### src/rtl/resize_frame_ctrl_pkg.sv
// rtl/resize_frame_ctrl_pkg.sv - shared constants and state encoding for the resize frame controller
package resize_frame_ctrl_pkg;

    localparam int DEF_NUM_BINS       = 784;
    localparam int DEF_DATA_W         = 32;
    localparam int DEF_TIMEOUT_CYCLES = 1048576;

    localparam int WR_CNT_W = 11;

    // status_err bit positions
    localparam int ERR_TIMEOUT = 0;
    localparam int ERR_RANGE   = 1;
    localparam int ERR_SHORT   = 2;

    typedef enum logic [2:0] {
        ST_IDLE,
        ST_KICK,
        ST_FILL,
        ST_READY,
        ST_ERR
    } state_t;

endpackage

### src/rtl/resize_frame_ctrl_if.sv
// rtl/resize_frame_ctrl_if.sv - resizer, consumer and bin SRAM signals of the frame controller
interface resize_frame_ctrl_if #(
    parameter int DATA_W = resize_frame_ctrl_pkg::DEF_DATA_W
) ();
    logic              rs_start_bin;
    logic              rs_bin_done;
    logic [31:0]       rs_addr;
    logic [DATA_W-1:0] rs_wdata;
    logic              rs_wr_en;

    logic              cons_req;
    logic [31:0]       cons_addr;
    logic              cons_gnt;
    logic [DATA_W-1:0] cons_rdata;
    logic              cons_rvalid;
    logic              cons_release;
    logic              frame_ready;

    logic [31:0]       sram_addr;
    logic [DATA_W-1:0] sram_wdata;
    logic              sram_we;
    logic [DATA_W-1:0] sram_rdata;

    // controller side
    modport master (
        output rs_start_bin,
        input  rs_bin_done, rs_addr, rs_wdata, rs_wr_en,
        input  cons_req, cons_addr, cons_release,
        output cons_gnt, cons_rdata, cons_rvalid, frame_ready,
        output sram_addr, sram_wdata, sram_we,
        input  sram_rdata
    );

    // resizer / consumer / SRAM side
    modport slave (
        input  rs_start_bin,
        output rs_bin_done, rs_addr, rs_wdata, rs_wr_en,
        output cons_req, cons_addr, cons_release,
        input  cons_gnt, cons_rdata, cons_rvalid, frame_ready,
        input  sram_addr, sram_wdata, sram_we,
        output sram_rdata
    );
endinterface

### src/rtl/resize_frame_ctrl_bin_port_mux.sv
// rtl/resize_frame_ctrl_bin_port_mux.sv - combinational bin SRAM owner mux with address range checks
module resize_frame_ctrl_bin_port_mux #(
    parameter int NUM_BINS = 784,
    parameter int DATA_W   = 32
) (
    input  logic              rs_own,
    input  logic              cons_own,
    input  logic [31:0]       rs_addr,
    input  logic [DATA_W-1:0] rs_wdata,
    input  logic              rs_wr_en,
    input  logic              cons_req,
    input  logic [31:0]       cons_addr,
    output logic [31:0]       sram_addr,
    output logic [DATA_W-1:0] sram_wdata,
    output logic              sram_we,
    output logic              cons_gnt,
    output logic              cons_oor,
    output logic              rs_accept,
    output logic              rs_bad
);
    localparam logic [31:0] BIN_LIMIT = 32'(NUM_BINS);

    logic rs_in_range;
    logic cons_in_range;

    assign rs_in_range   = (rs_addr < BIN_LIMIT);
    assign cons_in_range = (cons_addr < BIN_LIMIT);

    // Port goes to whichever side owns it; with no owner everything is parked at zero.
    always_comb begin
        sram_addr  = '0;
        sram_wdata = '0;
        sram_we    = 1'b0;
        cons_gnt   = 1'b0;
        cons_oor   = 1'b0;
        if (rs_own) begin
            sram_addr  = rs_addr;
            sram_wdata = rs_wdata;
            sram_we    = rs_wr_en && rs_in_range;
        end else if (cons_own) begin
            sram_addr = cons_addr;
            cons_gnt  = cons_req;
            cons_oor  = cons_req && !cons_in_range;
        end
        rs_accept = rs_own && rs_wr_en && rs_in_range;
        rs_bad    = rs_wr_en && !(rs_own && rs_in_range);
    end
endmodule

### src/rtl/resize_frame_ctrl.sv
// rtl/resize_frame_ctrl.sv - frame sequencer and bin SRAM arbiter for the 28x28 resizer
module resize_frame_ctrl
    import resize_frame_ctrl_pkg::*;
#(
    parameter int NUM_BINS       = DEF_NUM_BINS,
    parameter int DATA_W         = DEF_DATA_W,
    parameter int TIMEOUT_CYCLES = DEF_TIMEOUT_CYCLES
) (
    input  logic        clk,
    input  logic        reset,
    input  logic        cmd_start,
    input  logic        cmd_abort,
    input  logic        cmd_continuous,
    output logic        status_busy,
    output logic        status_done,
    output logic [2:0]  status_err,
    output logic [15:0] frame_count,
    resize_frame_ctrl_if.master bus
);
    state_t              state;
    logic [WR_CNT_W-1:0] wr_cnt;
    logic [31:0]         tmo_cnt;
    logic                rvalid_q;
    logic                rd_oor_q;

    logic cons_gnt;
    logic cons_oor;
    logic rs_accept;
    logic rs_bad;

    resize_frame_ctrl_bin_port_mux #(
        .NUM_BINS (NUM_BINS),
        .DATA_W   (DATA_W)
    ) u_mux (
        .rs_own     (state == ST_FILL),
        .cons_own   (state == ST_READY),
        .rs_addr    (bus.rs_addr),
        .rs_wdata   (bus.rs_wdata),
        .rs_wr_en   (bus.rs_wr_en),
        .cons_req   (bus.cons_req),
        .cons_addr  (bus.cons_addr),
        .sram_addr  (bus.sram_addr),
        .sram_wdata (bus.sram_wdata),
        .sram_we    (bus.sram_we),
        .cons_gnt   (cons_gnt),
        .cons_oor   (cons_oor),
        .rs_accept  (rs_accept),
        .rs_bad     (rs_bad)
    );

    assign bus.cons_gnt     = cons_gnt;
    assign bus.rs_start_bin = (state == ST_KICK);
    assign bus.frame_ready  = (state == ST_READY);
    assign status_busy      = (state == ST_KICK) || (state == ST_FILL);
    assign bus.cons_rvalid  = rvalid_q;
    assign bus.cons_rdata   = (rvalid_q && !rd_oor_q) ? bus.sram_rdata : '0;

    // Frame sequencer: state, sticky status, frame and write counters, FILL watchdog.
    always_ff @(posedge clk or posedge reset) begin
        if (reset) begin
            state       <= ST_IDLE;
            status_done <= 1'b0;
            status_err  <= '0;
            frame_count <= '0;
            wr_cnt      <= '0;
            tmo_cnt     <= '0;
        end else begin
            case (state)
                ST_IDLE: begin
                    if (cmd_start) begin
                        state       <= ST_KICK;
                        status_done <= 1'b0;
                        status_err  <= '0;
                        wr_cnt      <= '0;
                    end
                end
                ST_KICK: begin
                    tmo_cnt <= '0;
                    wr_cnt  <= '0;
                    if (cmd_abort) begin
                        state       <= ST_IDLE;
                        status_done <= 1'b0;
                    end else begin
                        state <= ST_FILL;
                    end
                end
                ST_FILL: begin
                    if (rs_accept) begin
                        wr_cnt <= wr_cnt + 1'b1;
                    end
                    if (cmd_abort) begin
                        state       <= ST_IDLE;
                        status_done <= 1'b0;
                    end else if (bus.rs_bin_done) begin
                        state       <= ST_READY;
                        status_done <= 1'b1;
                        frame_count <= frame_count + 16'd1;
                        if (wr_cnt != WR_CNT_W'(NUM_BINS)) begin
                            status_err[ERR_SHORT] <= 1'b1;
                        end
                    end else if (tmo_cnt == 32'(TIMEOUT_CYCLES - 1)) begin
                        state                   <= ST_ERR;
                        status_err[ERR_TIMEOUT] <= 1'b1;
                    end else begin
                        tmo_cnt <= tmo_cnt + 32'd1;
                    end
                end
                ST_READY: begin
                    if (cmd_abort) begin
                        state       <= ST_IDLE;
                        status_done <= 1'b0;
                    end else if (bus.cons_release) begin
                        state <= cmd_continuous ? ST_KICK : ST_IDLE;
                    end
                end
                ST_ERR: begin
                    if (cmd_abort) begin
                        state       <= ST_IDLE;
                        status_done <= 1'b0;
                    end else if (cmd_start) begin
                        state       <= ST_KICK;
                        status_done <= 1'b0;
                        status_err  <= '0;
                        wr_cnt      <= '0;
                    end
                end
                default: state <= ST_IDLE;
            endcase
            if (rs_bad) begin
                status_err[ERR_RANGE] <= 1'b1;
            end
        end
    end

    // Read return pipeline: rvalid one cycle after grant, out-of-range reads return zero.
    always_ff @(posedge clk or posedge reset) begin
        if (reset) begin
            rvalid_q <= 1'b0;
            rd_oor_q <= 1'b0;
        end else begin
            rvalid_q <= cons_gnt;
            rd_oor_q <= cons_oor;
        end
    end
endmodule

### src/flat_wrapper.sv
// flat-port wrapper written by rule: the top's interface ports become plain ports
module resize_frame_ctrl_flat import resize_frame_ctrl_pkg::*;
#(
    parameter int NUM_BINS       = DEF_NUM_BINS,
    parameter int DATA_W         = DEF_DATA_W,
    parameter int TIMEOUT_CYCLES = DEF_TIMEOUT_CYCLES
)
  (clk, reset, cmd_start, cmd_abort, cmd_continuous, status_busy, status_done, status_err, frame_count, bus_rs_start_bin, bus_rs_bin_done, bus_rs_addr, bus_rs_wdata, bus_rs_wr_en, bus_cons_req, bus_cons_addr, bus_cons_release, bus_cons_gnt, bus_cons_rdata, bus_cons_rvalid, bus_frame_ready, bus_sram_addr, bus_sram_wdata, bus_sram_we, bus_sram_rdata);
  resize_frame_ctrl_if #(.DATA_W(DATA_W)) bus_i ();
  input  logic clk;
  input  logic reset;
  input  logic cmd_start;
  input  logic cmd_abort;
  input  logic cmd_continuous;
  output logic status_busy;
  output logic status_done;
  output logic [2:0] status_err;
  output logic [15:0] frame_count;
  output wire logic [$bits(bus_i.rs_start_bin)-1:0] bus_rs_start_bin;
  input wire logic [$bits(bus_i.rs_bin_done)-1:0] bus_rs_bin_done;
  input wire logic [$bits(bus_i.rs_addr)-1:0] bus_rs_addr;
  input wire logic [$bits(bus_i.rs_wdata)-1:0] bus_rs_wdata;
  input wire logic [$bits(bus_i.rs_wr_en)-1:0] bus_rs_wr_en;
  input wire logic [$bits(bus_i.cons_req)-1:0] bus_cons_req;
  input wire logic [$bits(bus_i.cons_addr)-1:0] bus_cons_addr;
  input wire logic [$bits(bus_i.cons_release)-1:0] bus_cons_release;
  output wire logic [$bits(bus_i.cons_gnt)-1:0] bus_cons_gnt;
  output wire logic [$bits(bus_i.cons_rdata)-1:0] bus_cons_rdata;
  output wire logic [$bits(bus_i.cons_rvalid)-1:0] bus_cons_rvalid;
  output wire logic [$bits(bus_i.frame_ready)-1:0] bus_frame_ready;
  output wire logic [$bits(bus_i.sram_addr)-1:0] bus_sram_addr;
  output wire logic [$bits(bus_i.sram_wdata)-1:0] bus_sram_wdata;
  output wire logic [$bits(bus_i.sram_we)-1:0] bus_sram_we;
  input wire logic [$bits(bus_i.sram_rdata)-1:0] bus_sram_rdata;
  assign bus_rs_start_bin = bus_i.rs_start_bin;
  assign bus_i.rs_bin_done = bus_rs_bin_done;
  assign bus_i.rs_addr = bus_rs_addr;
  assign bus_i.rs_wdata = bus_rs_wdata;
  assign bus_i.rs_wr_en = bus_rs_wr_en;
  assign bus_i.cons_req = bus_cons_req;
  assign bus_i.cons_addr = bus_cons_addr;
  assign bus_i.cons_release = bus_cons_release;
  assign bus_cons_gnt = bus_i.cons_gnt;
  assign bus_cons_rdata = bus_i.cons_rdata;
  assign bus_cons_rvalid = bus_i.cons_rvalid;
  assign bus_frame_ready = bus_i.frame_ready;
  assign bus_sram_addr = bus_i.sram_addr;
  assign bus_sram_wdata = bus_i.sram_wdata;
  assign bus_sram_we = bus_i.sram_we;
  assign bus_i.sram_rdata = bus_sram_rdata;
  resize_frame_ctrl #(.NUM_BINS(NUM_BINS), .DATA_W(DATA_W), .TIMEOUT_CYCLES(TIMEOUT_CYCLES)) u_core (.clk(clk), .reset(reset), .cmd_start(cmd_start), .cmd_abort(cmd_abort), .cmd_continuous(cmd_continuous), .status_busy(status_busy), .status_done(status_done), .status_err(status_err), .frame_count(frame_count), .bus(bus_i));
endmodule
### config.mk
export PLATFORM = sky130hd
export DESIGN_NAME = resize_frame_ctrl_flat
export DESIGN_NICKNAME = d
export VERILOG_FILES = /design/src/rtl/resize_frame_ctrl_pkg.sv /design/src/rtl/resize_frame_ctrl_if.sv /design/src/rtl/resize_frame_ctrl_bin_port_mux.sv /design/src/rtl/resize_frame_ctrl.sv /design/src/flat_wrapper.sv
export SDC_FILE = /design/constraint.sdc
export NUM_CORES = 1
export LEC_CHECK = 0
export BUFFER_PORTS_ARGS = -buffer_cell sky130_fd_sc_hd__buf_4
export CORE_MARGIN = 2
export CORE_UTILIZATION = 45
export DETAILED_ROUTE_END_ITERATION = 8
export HOLD_SLACK_MARGIN = 0.12
export PLACE_DENSITY = 0.91
export REMOVE_ABC_BUFFERS = 1
export SETUP_SLACK_MARGIN = 0.1
export SYNTH_ARGS = -nofsm -noshare
export SYNTH_HDL_FRONTEND = slang
export SYNTH_SLANG_ARGS = --single-unit
### constraint.sdc
create_clock -name clk -period 4.4 [get_ports clk]
set_input_delay 1.1 -clock clk [delete_from_list [all_inputs] [get_ports clk]]
set_output_delay 1.1 -clock clk [all_outputs]
set_load 0.05 [all_outputs]
Yosys cells after proc, flatten, opt, wreduce, memory -nomap -nowiden. Cells that the tools add are included.

Bits in registers: 68. Bits of input ports: 137. Output and inout bits: 122. Word-level logic and storage cells: 106.

Add/sub/neg operators: 3. Order comparisons: 2. Equal/unequal tests: 19. Muxes and demuxes: 45. Bitwise operators: 1. Reductions and logical operators: 26.

Operators by type and width (number): $mux 32 (7); $lt 32x10->1 const B (2); $pmux 32 s2 (1); $pmux 11 s4 (1); $mux 11 (3); $add 32x1->32 const B (1); $eq 32x20->1 const B (1); $mux 3 (9); $mux 1 (18); $add 16x1->16 const B (1); $pmux 3 s5 (1); $add 11x1->11 const B (1); $ne 11x10->1 const B (1); $ne 2x2->1 const B (5); $reduce_and 5->1 (2); $reduce_and 3->1 (3); $ne 2x1->1 const B (4); $reduce_bool 4->1 (2); $logic_and 1x1->1 (7); $eq 3x2->1 const B (2); $ne 3x3->1 const B (2); $pmux 1 s3 (2); $reduce_bool 3->1 (2); $ne 4x3->1 const B (1); other kinds (14) (17).

Logic depth before layout (Yosys ltp). Gate-level depths: netlist of run 1.

Depth after elaboration: 6. Mapped depth: 7. Gate-level depth less buffers: 7.

By module. From an unflattened synthesis of run 1, not the netlist that was laid out.

Cells, all modules: 536. Area total of the unflattened synthesis: 4500.6 sq um.

Modules (own cells, without submodules): resize_frame_ctrl (times used 1, cells each 434, area each 3798.6 sq um, sequential area each 1701.6 sq um); resize_frame_ctrl_bin_port_mux (times used 1, cells each 102, area each 701.9 sq um, sequential area each 0.0 sq um).

Least setup slack after synthesis of run 1. Ideal clock, no wire load.

Path type: reg-to-output. Start point: register u_core.state[2]. End point: output port bus_sram_addr[22]. Arrival time: 2223 ps. Required time: 3300 ps. Setup slack: 1077 ps. Cell stages (with the launch flop): 7. Buffers on the path: 3. Cells stage by stage: dfrtp_1 clkbuf_1 inv_2 and3_1 clkbuf_1 clkbuf_1 a22o_1.

Cells in the longest elaborated chain, start to end: 3. Elaborated cells on any way between the ends: 4. Those cells by class: 2 x eq/ne; 2 x mux.

Ends and longest elaborated chain: start: declaration (RTL line resize_frame_ctrl.sv:20) `state_t state;`; start signal: assignment (RTL line resize_frame_ctrl.sv:113) `state <= cmd_continuous ? ST_KICK : ST_IDLE;`; $eq 3x2->1; named net bus_frame_ready (RTL line flat_wrapper.sv:30) `output wire logic [$bits(bus_i.frame_ready)-1:0] bus_frame_ready;`; $mux 32 (RTL line resize_frame_ctrl_bin_port_mux.sv:40) `end else if (cons_own) begin`; $mux 32 (RTL line resize_frame_ctrl_bin_port_mux.sv:36) `if (rs_own) begin`; end: declaration (RTL line flat_wrapper.sv:31) `output wire logic [$bits(bus_i.sram_addr)-1:0] bus_sram_addr;`.

The timed path passes the listed nets, and every way through them passes these cells.

Worst setup path after layout of run 1.
Start point: input port bus_rs_addr[12]. End point: output port bus_sram_we.

Cells in the longest elaborated chain, start to end: 3.

Ends and longest elaborated chain: start: declaration (RTL line flat_wrapper.sv:21) `input wire logic [$bits(bus_i.rs_addr)-1:0] bus_rs_addr;`; $lt 32x10->1 (RTL line resize_frame_ctrl_bin_port_mux.sv:26) `assign rs_in_range = (rs_addr < BIN_LIMIT);`; $logic_and 1x1->1 (RTL line resize_frame_ctrl_bin_port_mux.sv:39) `sram_we = rs_wr_en && rs_in_range;`; $mux 1 (RTL line resize_frame_ctrl_bin_port_mux.sv:36); end: declaration (RTL line flat_wrapper.sv:33) `output wire logic [$bits(bus_i.sram_we)-1:0] bus_sram_we;`.

Every way passes these cells.

==> results.ini, run 1 <==
[routing]
wl_per_cell_um=16.6
detail-route-antenna-nets=0
firstDrtPassIters=4
via_count=5133
avgViaCountPerCell=5.62
wirelength_um=15100
first_iter_violations=344
drc=0

[layout]
final_nets=916
n_antenna_cell=0
post-route-util_pct=69.6
drive_above_1_share_pct=38.8
area_growth_pct=49.0

[worst_setup_path]
reg2reg_slack_ns=1.79
end_kind=output pin
crit_end=bus_sram_we
critPathLaunchType=input port
worst-setup-path-type=in2out
crit_start=bus_rs_addr[12]
r2r_start=u_core.state[1]
r2r_cells=6
crit_required_ns=3.30
r2r_end=u_core.wr_cnt[3]
critPathArrivalTime_ns=2.62
cp_max_fo=9

[clock_network]
cts_setup_buffers=0
tritoncts=built
cts-root-buf=clkbuf_8
cts_max_path_buffers=2
cts.sinks=68
cts_hold_buf=0
clock_latency_ns=0.34
cts_buffers=9
cts_resized=0
path_clk_slew_ns=0.08
htree_levels=3

[yosys]
yosys-top-cells-area=dfrtp_1 37%, and2_1 9.5%, a22o_1 6.1%
synth-seq-cells=68
yosysSeqAreaShare_pct=37.1
yosysUniqueCellTypes=60
yosysTopAreaCellShare_pct=37.1
yosysWarnings=0
synth_top_area_cell=dfrtp_1
synthArstFlopShare_pct=100
yosys-top-cells-count=70 x and2_1, 68 x dfrtp_1, 45 x nand2_1
avgSynthCellArea_um2=8.74
yosysMostFrequentCell=and2_1
synth_edf_count=0
synth_flop_cell=dfrtp_1
synth_cells=525
synth_area_um2=4590

[sta]
fin_setup_tns_ns=0
worst_pin_slew_ns=1.20
rsz0062_at_grt=false
drv_slew=0
finalHoldViolCount=0
skew_ns=0.00901
setup_viol=0
fmax_ghz=0.269
final.period_utilization_pct=84.5
maxSlewHeadroom_pct=19.7
fin_crit_ns=3.72

[place]
port_buffers=258
dp_hpwl_um=12100
gp_congestion=0.958

[die]
dieArea_um2=11000
initial_core_util_pct=46.7
core_um2=9820
fp.dieH_um=105
io_pins=259
die_width_um=105
row_count=36

[run]
cap_violations=0

[global_route]
grt_antenna_before_repair=0
globalRouteTotalUtil_pct=26.7
grt_pass1_wl_um=24100
grt_pass1_vias=5022
grt_max_degree=70
grt_overflow_total=0

[pwr]
vdd_drop_max_uv=373
p_per_area_nw_per_um2=403
leakage_uw=0.00332

[run_status]
outcome=finished, final reports clean

[hold_path]
hold_start=u_core.frame_count[15]
min_path_type=reg2reg

==> power by group <==
group | internal (uW) | switching, uW | leakage [uW]
Combinational | 481 | 1030 | 0.00229
Clock | 264 | 254 | 0.0000958
Sequential | 661 | 63.0 | 0.000927
==> cell usage in the layout, fill, tap and decap left out, drive strengths merged, types with 8 or more instances in the layout <==
master	netlist	routed
or4	12	12
o31ai	9	9
nor2	29	29
and3	12	12
and2	70	70
nor3	9	9
o21ai	20	20
xnor2	11	11
or3	9	9
nor4	18	18
nand2	45	45
mux2i	8	8
buf	4	264
nand3	24	24
a21oi	32	32
nand4	18	18
dfrtp	68	68
a22o	32	32
inv	15	16
xor2	9	9
clkbuf	21	9
==> area by class of cell <==
class	instances	area, um2
well taps	133	166
clock inverters	7	76.3
inverters	15	56.3
clock buffers	9	124
multi-input cells	417	2730
fillers	746	2980
repair buffers	264	1980
flip-flops and latches	68	1700
==> critical path, stage by stage <==
cell and delay, ns:
buf_4 0.11, nor4_1 0.45, and3_1 0.24, nand4_1 0.25
inv_2 0.23, buf_4 0.23
==> how the worst min path moves through the flow <==
stage	endpoint	slack, ns	depth (start not counted)
6_report	u_core.frame_count[15]	0.47	1
5_1_grt	u_core.frame_count[15]	0.51	1
4_1_cts	u_core.frame_count[15]	0.48	1
3_5_place_dp	u_core.frame_count[15]	0.46	1
3_3_place_gp	u_core.frame_count[15]	0.46	1
2_1_floorplan	u_core.wr_cnt[10]	0.45	1
==> state kept, by name, summed over array words and instances, names as in the netlist <==
name	flops
u_core.tmo_cnt	32
u_core.frame_count	16
u_core.wr_cnt	11
u_core.state	3
u_core.status_err	3
u_core.bus.cons_rvalid	1
u_core.rd_oor_q	1
u_core.status_done	1
==> cell families (layout without fill, tap and decap cells) <==
| logic type | after synthesis | count (layout) | synth area share (%) |
|---|---|---|---|
| compound gates | 112 | 112 | 17.1 |
| xor+xnor | 20 | 20 | 3.82 |
| fa+ha+maj | 4 | 4 | 1.09 |
| buf+inv | 40 | 295 | 3.55 |
| flops | 68 | 68 | 37.1 |
| mux | 9 | 9 | 1.99 |
| simple gates | 272 | 272 | 35.4 |
==> per-stage QoR <==
step	setup WS, ns	total power (uW)	cells	hold slack [ns]	area [um2]
6_report	0.681	2760	913	0.475	6840
3_3_place_gp	0.678	2230	897	0.461	6640
2_1_floorplan	0.204	1710	500	0.449	4480
4_1_cts	0.651	2770	913	0.480	6840
3_5_place_dp	0.651	2250	897	0.464	6640
5_1_grt	0.537	2870	913	0.507	6840
==> metal layers <==
layer	vias up	routed length (um)	global-route usage (%)
met2	286	7470	45.6
met5	-	0	0
met3	44	1200	5.18
li1	2422	-	-
met1	2381	5790	31.6
met4	0	680	13.9
(Power assumes the default switching activity.)
==> run 2, diff against run 1 <==
clock period = 3.8 ns   (was 4.4 ns; I/O delays follow)
==> run 2 against run 1 <==
  * Core utilization rose by 0.22 points
  * Cell area rose by 0.31%
  * Critical endpoint unchanged
  * Register-to-register slack got worse by 0.63 ns
  * Wire length rose by 2.9%
  * Highest routed layer unchanged
==> results.ini, run 2 (same netlist as run 1, synthesis figures left out) <==
[die]
core_um2=9820
fp.dieH_um=105
initial_core_util_pct=46.7
die_width_um=105
dieArea_um2=11000
row_count=36
io_pins=259

[sta]
drv_slew=0
fin_setup_tns_ns=0
final.period_utilization_pct=90.5
setup_viol=0
worst_pin_slew_ns=0.745
fmax_ghz=0.291
finalHoldViolCount=0
maxSlewHeadroom_pct=50.3
skew_ns=0.0119
fin_crit_ns=3.44
rsz0062_at_grt=false
setup_ws_ns=0.360

[worst_setup_path]
end_kind=output pin
reg2reg_slack_ns=1.16
cp_max_fo=9
critPathArrivalTime_ns=2.49
critPathLaunchType=input port
worst-setup-path-type=in2out
r2r_end=u_core.wr_cnt[9]
crit_required_ns=2.85
r2r_start=u_core.state[1]
r2r_cells=6

[layout]
fillers=749
regArea_um2=1700
multi_input_area_um2=2730
final_common_cell=buf_4
reg_top3=u_core.tmo_cnt x32, u_core.frame_count x16, u_core.wr_cnt x11
n_antenna_cell=0
final_cell_mix=266 x buf_4, 70 x and2_1, 68 x dfrtp_1
stdcell_count=915
area_growth_pct=49.5
final_nets=918
largest_reg_flops=32
final_cell_area_um2=6860
drive_above_1_share_pct=39.0
largest-register=u_core.tmo_cnt

[global_route]
globalRouteTotalUtil_pct=27.2
grt_antenna_before_repair=0
grt_pass1_wl_um=24300
grt_max_degree=70
grt_overflow_total=0
grt_pass1_vias=4920

[routing]
avgViaCountPerCell=5.73
via_count=5247
detail-route-antenna-nets=0
drc=0
wl_per_cell_um=17.0
wirelength_um=15600
firstDrtPassIters=5
first_iter_violations=271

[place]
port_buffers=258
gp_congestion=0.944
dp.cells=899
placed_area_um2=6650
dp_hpwl_um=12300
pre_cts_ws_ns=0.375

[pwr]
p_per_area_nw_per_um2=472
vdd_drop_max_uv=415
leakage_uw=0.00334
p_total_uw=3240

[hold_path]
min_path_cells=1
min_path_type=reg2reg
min_to=u_core.frame_count[15]
hold_start=u_core.frame_count[15]

[clock_network]
tritoncts=built
cts_resized=0
cts_hold_buf=0
cts-root-buf=clkbuf_8
clock_latency_ns=0.35
cts_buffers=9
cts_setup_buffers=0
path_clk_slew_ns=0.09
cts_max_path_buffers=2
htree_levels=3
cts.sinks=68

[run_status]
outcome=finished, final reports clean

[run]
cap_violations=0

-- run 2: layout make-up --
cell class              count  share of cell area [%]
clock inverters             7                    1.20
multi-input cells         417                    39.8
inverters                  15                   0.821
repair buffers            266                    29.1
clock buffers               9                    1.81
well taps                 133                    2.43
flip-flops and latches     68                    24.8
-- run 2: critical path: stages --
cell     delay (ns)
buf_4          0.11
nor4_1         0.47
and4_1         0.27
nand4_1        0.23
inv_2          0.22
buf_4          0.23
-- run 2: how the worst max path moves through the flow --
stage | startpoint | to | slack [ns] | cells after the start
detailed placement | bus_rs_addr[12] | bus_sram_we | 0.38 | 6
global placement | bus_rs_addr[12] | bus_sram_we | 0.41 | 6
global route | bus_rs_addr[12] | bus_sram_we | 0.26 | 6
floorplan | u_core.state[1] | bus_sram_we | -0.25 | 4
finish | bus_rs_addr[28] | bus_sram_we | 0.36 | 6
CTS | bus_rs_addr[12] | bus_sram_we | 0.37 | 6
-- run 2: metrics by stage --
stage                     hold slack (ns)  utilization, %
final                               0.480            69.8
after global routing                0.510            69.8
after CTS                           0.483            69.8
after detailed placement            0.469            67.7
after global placement              0.461            67.7
after floorplan                     0.449               -
-- run 2: report_power, final --
| part | leakage [uW] | internal [uW] | switching [uW] |
|---|---|---|---|
| clock | 0.000105 | 313 | 320 |
| combinational | 0.00230 | 563 | 1200 |
| sequential | 0.000927 | 765 | 72.1 |
-- run 2: routing by layer --
layer	vias to the layer above	part of all wire, %	track usage, %
li1	2428	-	-
met1	2494	38	31.5
met2	278	51	48.9
met3	47	8.0	5.93
met4	0	3.2	10.2
met5	-	0	0
